## config.mk

```make
export PLATFORM = sky130hd
export DESIGN_NAME = gd_sweep_scheduler_flat
export DESIGN_NICKNAME = d
export VERILOG_FILES = /design/src/rtl/gd_sweep_scheduler_if.sv /design/src/rtl/gd_sweep_scheduler.sv /design/src/flat_wrapper.sv
export SDC_FILE = /design/constraint.sdc
export NUM_CORES = 1
export LEC_CHECK = 0
export ABC_AREA = 1
export BUFFER_PORTS_ARGS = -buffer_cell sky130_fd_sc_hd__clkbuf_2
export CORE_ASPECT_RATIO = 1.25
export CORE_MARGIN = 2
export CORE_UTILIZATION = 50
export DETAILED_ROUTE_END_ITERATION = 8
export GPL_TIMING_DRIVEN = 0
export PLACE_DENSITY_LB_ADDON = 0.2
export SYNTH_ARGS = -nofsm -noshare
export SYNTH_HDL_FRONTEND = slang
export SYNTH_SLANG_ARGS = --single-unit
```

## constraint.sdc

```tcl
create_clock -name clk -period 3.3 [get_ports clk]
set_input_delay 0 -clock clk [delete_from_list [all_inputs] [get_ports clk]]
set_output_delay 0 -clock clk [all_outputs]
set_load 0.02 [all_outputs]
```

## src/rtl/gd_sweep_scheduler_if.sv

```systemverilog
// gd_sweep_scheduler_if: start/done level handshake and result bus between the sweep scheduler and one Top engine
interface gd_sweep_scheduler_if;
  logic        gd_start_op;
  logic [31:0] gd_x_init;
  logic [31:0] gd_x_at_min;
  logic [63:0] gd_y_min;
  logic        gd_done_op;
  modport master(output gd_start_op, gd_x_init, input gd_x_at_min, gd_y_min, gd_done_op);
  modport slave(input gd_start_op, gd_x_init, output gd_x_at_min, gd_y_min, gd_done_op);
endinterface

```

## src/rtl/gd_sweep_scheduler.sv

```systemverilog
// gd_sweep_scheduler: runs Top once per start point x_start + k*x_step and tracks the global minimum
module gd_sweep_scheduler #(
  parameter int TIMEOUT_CYCLES = 4096,
  parameter int IDX_W = 8
) (
  input  logic                clk,
  input  logic                rst_n,
  input  logic                sweep_start,
  input  logic                abort,
  input  logic [31:0]         x_start,
  input  logic [31:0]         x_step,
  input  logic [IDX_W-1:0]    num_points,
  gd_sweep_scheduler_if.master bus,
  output logic                busy,
  output logic                point_valid,
  output logic [IDX_W-1:0]    point_idx,
  output logic [31:0]         point_x,
  output logic [63:0]         point_y,
  output logic [31:0]         best_x,
  output logic [63:0]         best_y,
  output logic [IDX_W-1:0]    best_idx,
  output logic                best_valid,
  output logic                done_pulse,
  output logic                aborted,
  output logic                timeout_err
);
  localparam logic [2:0] IDLE = 3'd0, LAUNCH = 3'd1, WAIT_HI = 3'd2, RELEASE = 3'd3, FINISH = 3'd4;
  logic [2:0] state;
  logic [31:0] step, cnt;
  logic [IDX_W-1:0] n_lat, k;
  logic abort_pend, tmo, better;
  // cnt restarts on every state change, so it measures time spent in the current state
  assign tmo = (TIMEOUT_CYCLES != 0) && (cnt == 32'(TIMEOUT_CYCLES - 1));
  assign better = !best_valid || ($signed(bus.gd_y_min) < $signed(best_y));
  always_ff @(posedge clk or negedge rst_n)
    if (!rst_n) begin
      state <= IDLE;
      step <= '0;
      cnt <= '0;
      n_lat <= '0;
      k <= '0;
      abort_pend <= 1'b0;
      bus.gd_start_op <= 1'b0;
      bus.gd_x_init <= '0;
      busy <= 1'b0;
      point_valid <= 1'b0;
      point_idx <= '0;
      point_x <= '0;
      point_y <= '0;
      best_x <= '0;
      best_y <= '0;
      best_idx <= '0;
      best_valid <= 1'b0;
      done_pulse <= 1'b0;
      aborted <= 1'b0;
      timeout_err <= 1'b0;
    end else begin
      point_valid <= 1'b0;
      done_pulse <= 1'b0;
      cnt <= cnt + 1'b1;
      case (state)
        IDLE: begin
          cnt <= '0;
          if (sweep_start) begin
            step <= x_step;
            n_lat <= num_points;
            k <= '0;
            bus.gd_x_init <= x_start;
            best_x <= '0;
            best_y <= '0;
            best_idx <= '0;
            best_valid <= 1'b0;
            aborted <= 1'b0;
            timeout_err <= 1'b0;
            abort_pend <= 1'b0;
            busy <= 1'b1;
            state <= (num_points == '0) ? FINISH : LAUNCH;
          end
        end
        LAUNCH: begin
          cnt <= '0;
          abort_pend <= abort;
          bus.gd_start_op <= !abort;
          state <= abort ? RELEASE : WAIT_HI;
        end
        WAIT_HI:
          if (abort) begin
            abort_pend <= 1'b1;
            bus.gd_start_op <= 1'b0;
            cnt <= '0;
            state <= RELEASE;
          end else if (bus.gd_done_op) begin
            bus.gd_start_op <= 1'b0;
            point_valid <= 1'b1;
            point_idx <= k;
            point_x <= bus.gd_x_at_min;
            point_y <= bus.gd_y_min;
            if (better) begin
              best_x <= bus.gd_x_at_min;
              best_y <= bus.gd_y_min;
              best_idx <= k;
            end
            best_valid <= 1'b1;
            cnt <= '0;
            state <= RELEASE;
          end else if (tmo) begin
            timeout_err <= 1'b1;
            bus.gd_start_op <= 1'b0;
            cnt <= '0;
            state <= FINISH;
          end
        RELEASE:
          if (!bus.gd_done_op) begin
            cnt <= '0;
            if (abort || abort_pend) begin
              aborted <= 1'b1;
              state <= FINISH;
            end else if (k == n_lat - 1'b1) state <= FINISH;
            else begin
              k <= k + 1'b1;
              bus.gd_x_init <= bus.gd_x_init + step;
              state <= LAUNCH;
            end
          end else if (tmo) begin
            timeout_err <= 1'b1;
            cnt <= '0;
            state <= FINISH;
          end
        FINISH: begin
          cnt <= '0;
          done_pulse <= 1'b1;
          busy <= 1'b0;
          abort_pend <= 1'b0;
          state <= IDLE;
        end
        default: state <= IDLE;
      endcase
    end
endmodule

```

## src/flat_wrapper.sv

```systemverilog
// flat-port wrapper written by rule: the top's interface ports become plain ports
module gd_sweep_scheduler_flat 
#(
  parameter int TIMEOUT_CYCLES = 4096,
  parameter int IDX_W = 8
)
  (clk, rst_n, sweep_start, abort, x_start, x_step, num_points, busy, point_valid, point_idx, point_x, point_y, best_x, best_y, best_idx, best_valid, done_pulse, aborted, timeout_err, bus_gd_start_op, bus_gd_x_init, bus_gd_x_at_min, bus_gd_y_min, bus_gd_done_op);
  gd_sweep_scheduler_if bus_i ();
  input  logic clk;
  input  logic rst_n;
  input  logic sweep_start;
  input  logic abort;
  input  logic [31:0] x_start;
  input  logic [31:0] x_step;
  input  logic [IDX_W-1:0] num_points;
  output logic busy;
  output logic point_valid;
  output logic [IDX_W-1:0] point_idx;
  output logic [31:0] point_x;
  output logic [63:0] point_y;
  output logic [31:0] best_x;
  output logic [63:0] best_y;
  output logic [IDX_W-1:0] best_idx;
  output logic best_valid;
  output logic done_pulse;
  output logic aborted;
  output logic timeout_err;
  output wire logic [$bits(bus_i.gd_start_op)-1:0] bus_gd_start_op;
  output wire logic [$bits(bus_i.gd_x_init)-1:0] bus_gd_x_init;
  input wire logic [$bits(bus_i.gd_x_at_min)-1:0] bus_gd_x_at_min;
  input wire logic [$bits(bus_i.gd_y_min)-1:0] bus_gd_y_min;
  input wire logic [$bits(bus_i.gd_done_op)-1:0] bus_gd_done_op;
  assign bus_gd_start_op = bus_i.gd_start_op;
  assign bus_gd_x_init = bus_i.gd_x_init;
  assign bus_i.gd_x_at_min = bus_gd_x_at_min;
  assign bus_i.gd_y_min = bus_gd_y_min;
  assign bus_i.gd_done_op = bus_gd_done_op;
  gd_sweep_scheduler #(.TIMEOUT_CYCLES(TIMEOUT_CYCLES), .IDX_W(IDX_W)) u_core (.clk(clk), .rst_n(rst_n), .sweep_start(sweep_start), .abort(abort), .x_start(x_start), .x_step(x_step), .num_points(num_points), .bus(bus_i), .busy(busy), .point_valid(point_valid), .point_idx(point_idx), .point_x(point_x), .point_y(point_y), .best_x(best_x), .best_y(best_y), .best_idx(best_idx), .best_valid(best_valid), .done_pulse(done_pulse), .aborted(aborted), .timeout_err(timeout_err));
endmodule
```

Yosys cells after proc, flatten, opt, wreduce, memory -nomap -nowiden

Index checks and enable logic that the tools add are counted.
W data, S select, Z words.

$add $sub $neg: 4
Magnitude comparators: 1
Equal/unequal tests: 18
Multiplexer cells: 63
Bitwise operators: 1
Reductions and logical operators: 23

Operator list:

| operator                | number |
|---|---|
| $mux W32                | 12 |
| $mux W64                | 4 |
| $pmux W32 S2            | 2 |
| $pmux W64 S2            | 1 |
| $pmux W32 S3            | 1 |
| $lt A64 B64 Y1          | 1 |
| $mux W8                 | 7 |
| $add A32 B1 Y32 const B | 1 |
| $add A32 B32 Y32        | 1 |
| $eq A32 B12 Y1 const B  | 1 |
| $pmux W8 S2             | 2 |
| $mux W3                 | 8 |
| $mux W1                 | 19 |
| $ne A2 B2 Y1 const B    | 9 |
| $reduce_and A5 Y1       | 3 |
| $pmux W3 S4             | 1 |
| $add A8 B1 Y8 const B   | 1 |
| $eq A8 B8 Y1            | 1 |
| $logic_not A8 Y1        | 1 |
| $pmux W1 S2             | 4 |
| $reduce_and A4 Y1       | 2 |
| $reduce_bool A2 Y1      | 4 |
| $sub A8 B1 Y8 const B   | 1 |
| $eq A3 B2 Y1 const B    | 2 |
| other kinds (15)        | 21 |

Bits in registers: 331
Input port bits: 173
Output and inout port bits: 247

Logic depth before layout (Yosys ltp)

Depth in word-level cells: 6
Mapped depth: 21

Least setup slack after synthesis

No wires, ideal clock.

Kind: register -> register
Start: register u_core.bus.gd_x_init[0]
End: register u_core.bus.gd_x_init[18]
Setup time: 0.117 ns
Arrival time: 2.427 ns
Setup slack: 0.757 ns
Cell stages (with the launch flop): 16
Buffers on the path: 0
Clock period less this slack: 2.543 ns
Cell sequence: dfrtp_1 -> ha_1 -> inv_1 -> fa_1 -> o21ai_0 -> nand2_1 -> nand2_1 -> a21boi_0 -> o21ai_0 -> nand2_1 -> nand2_1 -> nand2_1 -> nand3_1 -> nand2_1 -> nand2_1 -> nand2_1

Cells in the longest elaborated chain, start to end: 5

RTL lines:

| what                   | RTL line                   | RTL |
|---|---|---|
| start, declared        | gd_sweep_scheduler_if.sv:8 | `modport master(output gd_start_op, gd_x_init, input gd_x_at_min, gd_y_min, gd_done_op);` |
| start signal, assigned | gd_sweep_scheduler.sv:68   | `bus.gd_x_init <= x_start;` |
| start signal, assigned | gd_sweep_scheduler.sv:121  | `bus.gd_x_init <= bus.gd_x_init + step;` |
| $add A32 B32 Y32       | gd_sweep_scheduler.sv:121  |  |
| $mux W32               | gd_sweep_scheduler.sv:118  | `end else if (k == n_lat - 1'b1) state <= FINISH;` |
| $mux W32               | gd_sweep_scheduler.sv:115  | `if (abort \|\| abort_pend) begin` |
| $mux W32               | gd_sweep_scheduler.sv:113  | `if (!bus.gd_done_op) begin` |
| $pmux W32 S2           | gd_sweep_scheduler.sv:61   | `case (state)` |

Every way passes these cells. The select of a mux whose other input is x is not followed.
A chain may end at the register's enable or synchronous reset.

Worst setup path after layout

Start: register u_core.best_y[63]
End: register u_core.best_y[51]

Cells in the longest elaborated chain, start to end: 4

RTL lines:

| what                        | RTL line                  | RTL |
|---|---|---|
| start, declared             | gd_sweep_scheduler.sv:20  | `output logic [63:0] best_y,` |
| start signal, assigned      | gd_sweep_scheduler.sv:100 | `best_y <= bus.gd_y_min;` |
| $lt A64 B64 Y1              | gd_sweep_scheduler.sv:34  | `assign better = !best_valid \|\| ($signed(bus.gd_y_min) < $signed(best_y));` |
| $logic_or A1 B1 Y1          | gd_sweep_scheduler.sv:34  |  |
| $ne A2 B1 Y1 (no line)      | n/a                       |  |
| $reduce_and A5 Y1 (no line) | n/a                       |  |

Every way passes these cells.

==> metrics.cfg <==
[global_route]
grtUsageTotal_pct = 32.3
grt_max_degree = 110
grt_pass1_vias = 18200
grt-ovfl-total = 0
antenna_found_initial = 0
grt_pass1_wl_um = 96300

[synthesis]
synthMostInstantiatedCell = nand2_1
yosys-top-cells-count = nand2_1 (740), dfrtp_1 (331), inv_1 (276)
synth_top_area_cell = dfrtp_1
synth_edf_count = 0
yosysWarnings = 0
ys_seq_area_share_pct = 46.2
ys_types = 35
synth_top_cell_area_share_pct = 46.2
ys_seq_elements = 331
syn_area_per_cell_sq_um = 7.56
synth_ff_type = dfrtp_1
netlist_instances = 2369
synth_area_sq_um = 17900
synthTopCellsByArea = dfrtp_1 (46%), nand2_1 (16%), ha_1 (6.8%), inv_1 (5.8%), o21ai_0 (5.3%)
synth-async-reset-ratio_pct = 100
synth_fp_nets = 2640

[setup_path]
crit_required_ns = 3.76
rrSetupSlack_ns = 0.22
cpMaxStageDelayCell = dfrtp_1
crit_path_frequent_cell = nand2_1
cp_cell_sequence = inv_1 -> ha_1 -> nand2_1 -> inv_1 -> nand3_1 -> nor2_1 -> nand4_1 -> nor2_1 -> nand2_1 -> nand2_1 -> nor2_1 -> nand3_1 -> nand3_2 -> nand2_2 -> clkbuf_4 -> buf_2 -> nand2_1 -> nand2_1
end_kind = flop
cp_max_fo = 10
startpoint_type = flop
critPathArrivalTime_ns = 3.54
path_class = reg2reg
worst_path_largest_cell_delay_ns = 0.38

[timing]
fin_crit_sh_pct = 93.3
rsz0062_at_grt = no
hold_viol = 0
tns_ns = 0
tightest_slew_ns = 0.898
drv_slew = 0
maxSlewHeadroom_pct = 39.5
fin_skew_ns = 0.0232
fmax_mhz = 325
fin_crit_ns = 3.08
setup_viol = 0

[layout]
multiInputGateArea_sq_um = 8200
nets = 3273
area_delta_synth_final_pct = 31.8
n_antenna_cell = 0
seq_area_sq_um = 8280
drive_above_1_share_pct = 17.7
fillers = 3091

[detailed_routing]
ant_nets = 0
finalWirelength_um = 60800
vias = 18400
first_pass_iters = 5
drc = 0
post_drt_wl_per_cell_um = 17.4
drt-initial-drc-count = 1157
routed_via_density = 5.26

[placed_design]
place.gp.congestion = 0.987
port_buffers = 419
dp.final_hpwl_um = 45200

[floorplan]
rows = 77
core_sq_um = 35400
chipWidth_um = 173
initial_core_util_pct = 50.7
dieHeight_um = 216
die_area_sq_um = 37400
ioPinCount = 420

[clock_tree]
clk_latency_ns = 0.54
numCtsBuffers = 36
ctsRootBufferMaster = clkbuf_16
cts_max_level = 2
path_clk_slew_ns = 0.06
postCtsSetupBuffers = 0
cts.path.max_buffers = 3
cts_tree = built
cts.sinks = 331

[power]
max-vdd-ir-drop_mv = 0.700
p_leak_nw = 12.7
power_mw = 22.5
powerDensity_nw_per_um2 = 954

[worst_hold_path]
hold_class = in2async

[run]
maxCapViolations = 0

[run_status]
run_status = finished clean

==> routing by layer <==
metal / share of wire, % / routed length (um) / track usage (%) / vias up
li1: - / - / - / 8812
met1: 39 / 23500 / 38.0 / 8681
met2: 49 / 30000 / 56.7 / 717
met3: 6.3 / 3830 / 5.39 / 178
met4: 5.7 / 3440 / 17.0 / 0
met5: 0 / 0 / 0 / -
==> timing repair <==
action | in CTS | in global routing
setup endpoints to repair | 60 | 78
hold endpoints to repair | 403 | 0
gates resized for setup | 4 | 5
hold buffers | 173 | 0
==> path summary, 6_finish.rpt <==
kind,start,end,cells past startpoint
worst max register to register,u_core.best_y[63],u_core.best_y[51],18
worst min-delay path,rst_n,u_core.point_y[38],2
min in group clk,x_step[12],u_core.step[12],4
max in group asynchronous,rst_n,u_core.bus.gd_x_init[16],4
worst min register to register,u_core.best_x[20],u_core.best_x[20],2
worst max-delay path,u_core.best_y[63],u_core.best_y[51],18
==> power by group <==
| part | leakage [nW] | switching, mW | internal, mW |
|---|---|---|---|
| clock | 0.569 | 1.67 | 2.37 |
| combinational | 7.84 | 7.99 | 3.71 |
| sequential | 4.31 | 1.17 | 5.60 |
| total | 12.7 | 10.8 | 11.7 |
==> cell usage in the layout, fill, tap and decap left out, types with 2 or more instances in the layout <==
| cell type | instances |
|---|---|
| o21bai_1 | 3 |
| clkinv_2 | 3 |
| bufinv_16 | 2 |
| xnor2_1 | 18 |
| a211oi_1 | 2 |
| a31oi_1 | 4 |
| nand4_1 | 29 |
| nor3b_1 | 4 |
| nor3_1 | 25 |
| nor4_1 | 9 |
| nor2_2 | 4 |
| nand3b_1 | 3 |
| nand2_1 | 740 |
| inv_1 | 276 |
| inv_2 | 6 |
| clkbuf_1 | 68 |
| xor2_1 | 20 |
| buf_2 | 28 |
| or2_2 | 14 |
| dfrtp_1 | 331 |
| o21ai_0 | 188 |
| clkbuf_8 | 10 |
| ha_1 | 97 |
| nor2_1 | 225 |
| dlygate4sd3_1 | 173 |
| clkbuf_2 | 420 |
| a21boi_0 | 4 |
| nand3_1 | 166 |
| o211ai_1 | 3 |
| buf_16 | 3 |
| o21a_1 | 10 |
| clkbuf_16 | 36 |
| a21o_1 | 3 |
| a21oi_1 | 84 |
==> kinds of logic after synthesis <==
group	synth area share (%)
AO/OA/AOI/OAI	9.10
adder cells (fa/ha/maj)	6.88
AND/OR/NAND/NOR	27.9
flip-flops	46.2
buffers and inverters	8.04
XOR/XNOR	1.86
==> critical path, delay by kind of cell, from the launching register on <==
kind	cells	cell delay, ns
flops	1	0.38
buf+inv	4	0.67
fa+ha+maj	1	0.34
simple gates	13	1.60
==> cell type report <==
class                      count  share of cell area [%]
clock inverter                 8                   0.456
inverter                     282                    4.48
clock buffer                  53                    4.47
tap                          474                    2.51
buffer                        92                    1.65
multi-input combinational   1664                    34.7
timing repair buffer         595                    16.6
sequential                   331                    35.1
==> flip-flops by register name, indices dropped and copies added (netlist names), 32 cells and up <==
name / flops
u_core.point_y: 64
u_core.step: 32
u_core.best_y: 64
u_core.point_x: 32
u_core.best_x: 32
u_core.cnt: 32
u_core.bus.gd_x_init: 32
==> metrics by stage <==
step	util [%]	area, sq um	setup WS [ns]	instances	hold slack (ns)
finish	66.8	23600	0.220	3499	0.0260
global route	66.8	23600	0.00490	3499	0.0834
CTS	66.8	23600	0.0203	3499	0.0407
detailed placement	58.5	20700	-0.101	3265	0.0385
floorplan	-	17900	0.757	2369	-0.296
global placement	58.3	20600	-4.97	3262	0.202
No activity file was read; power rests on OpenSTA's default activity.
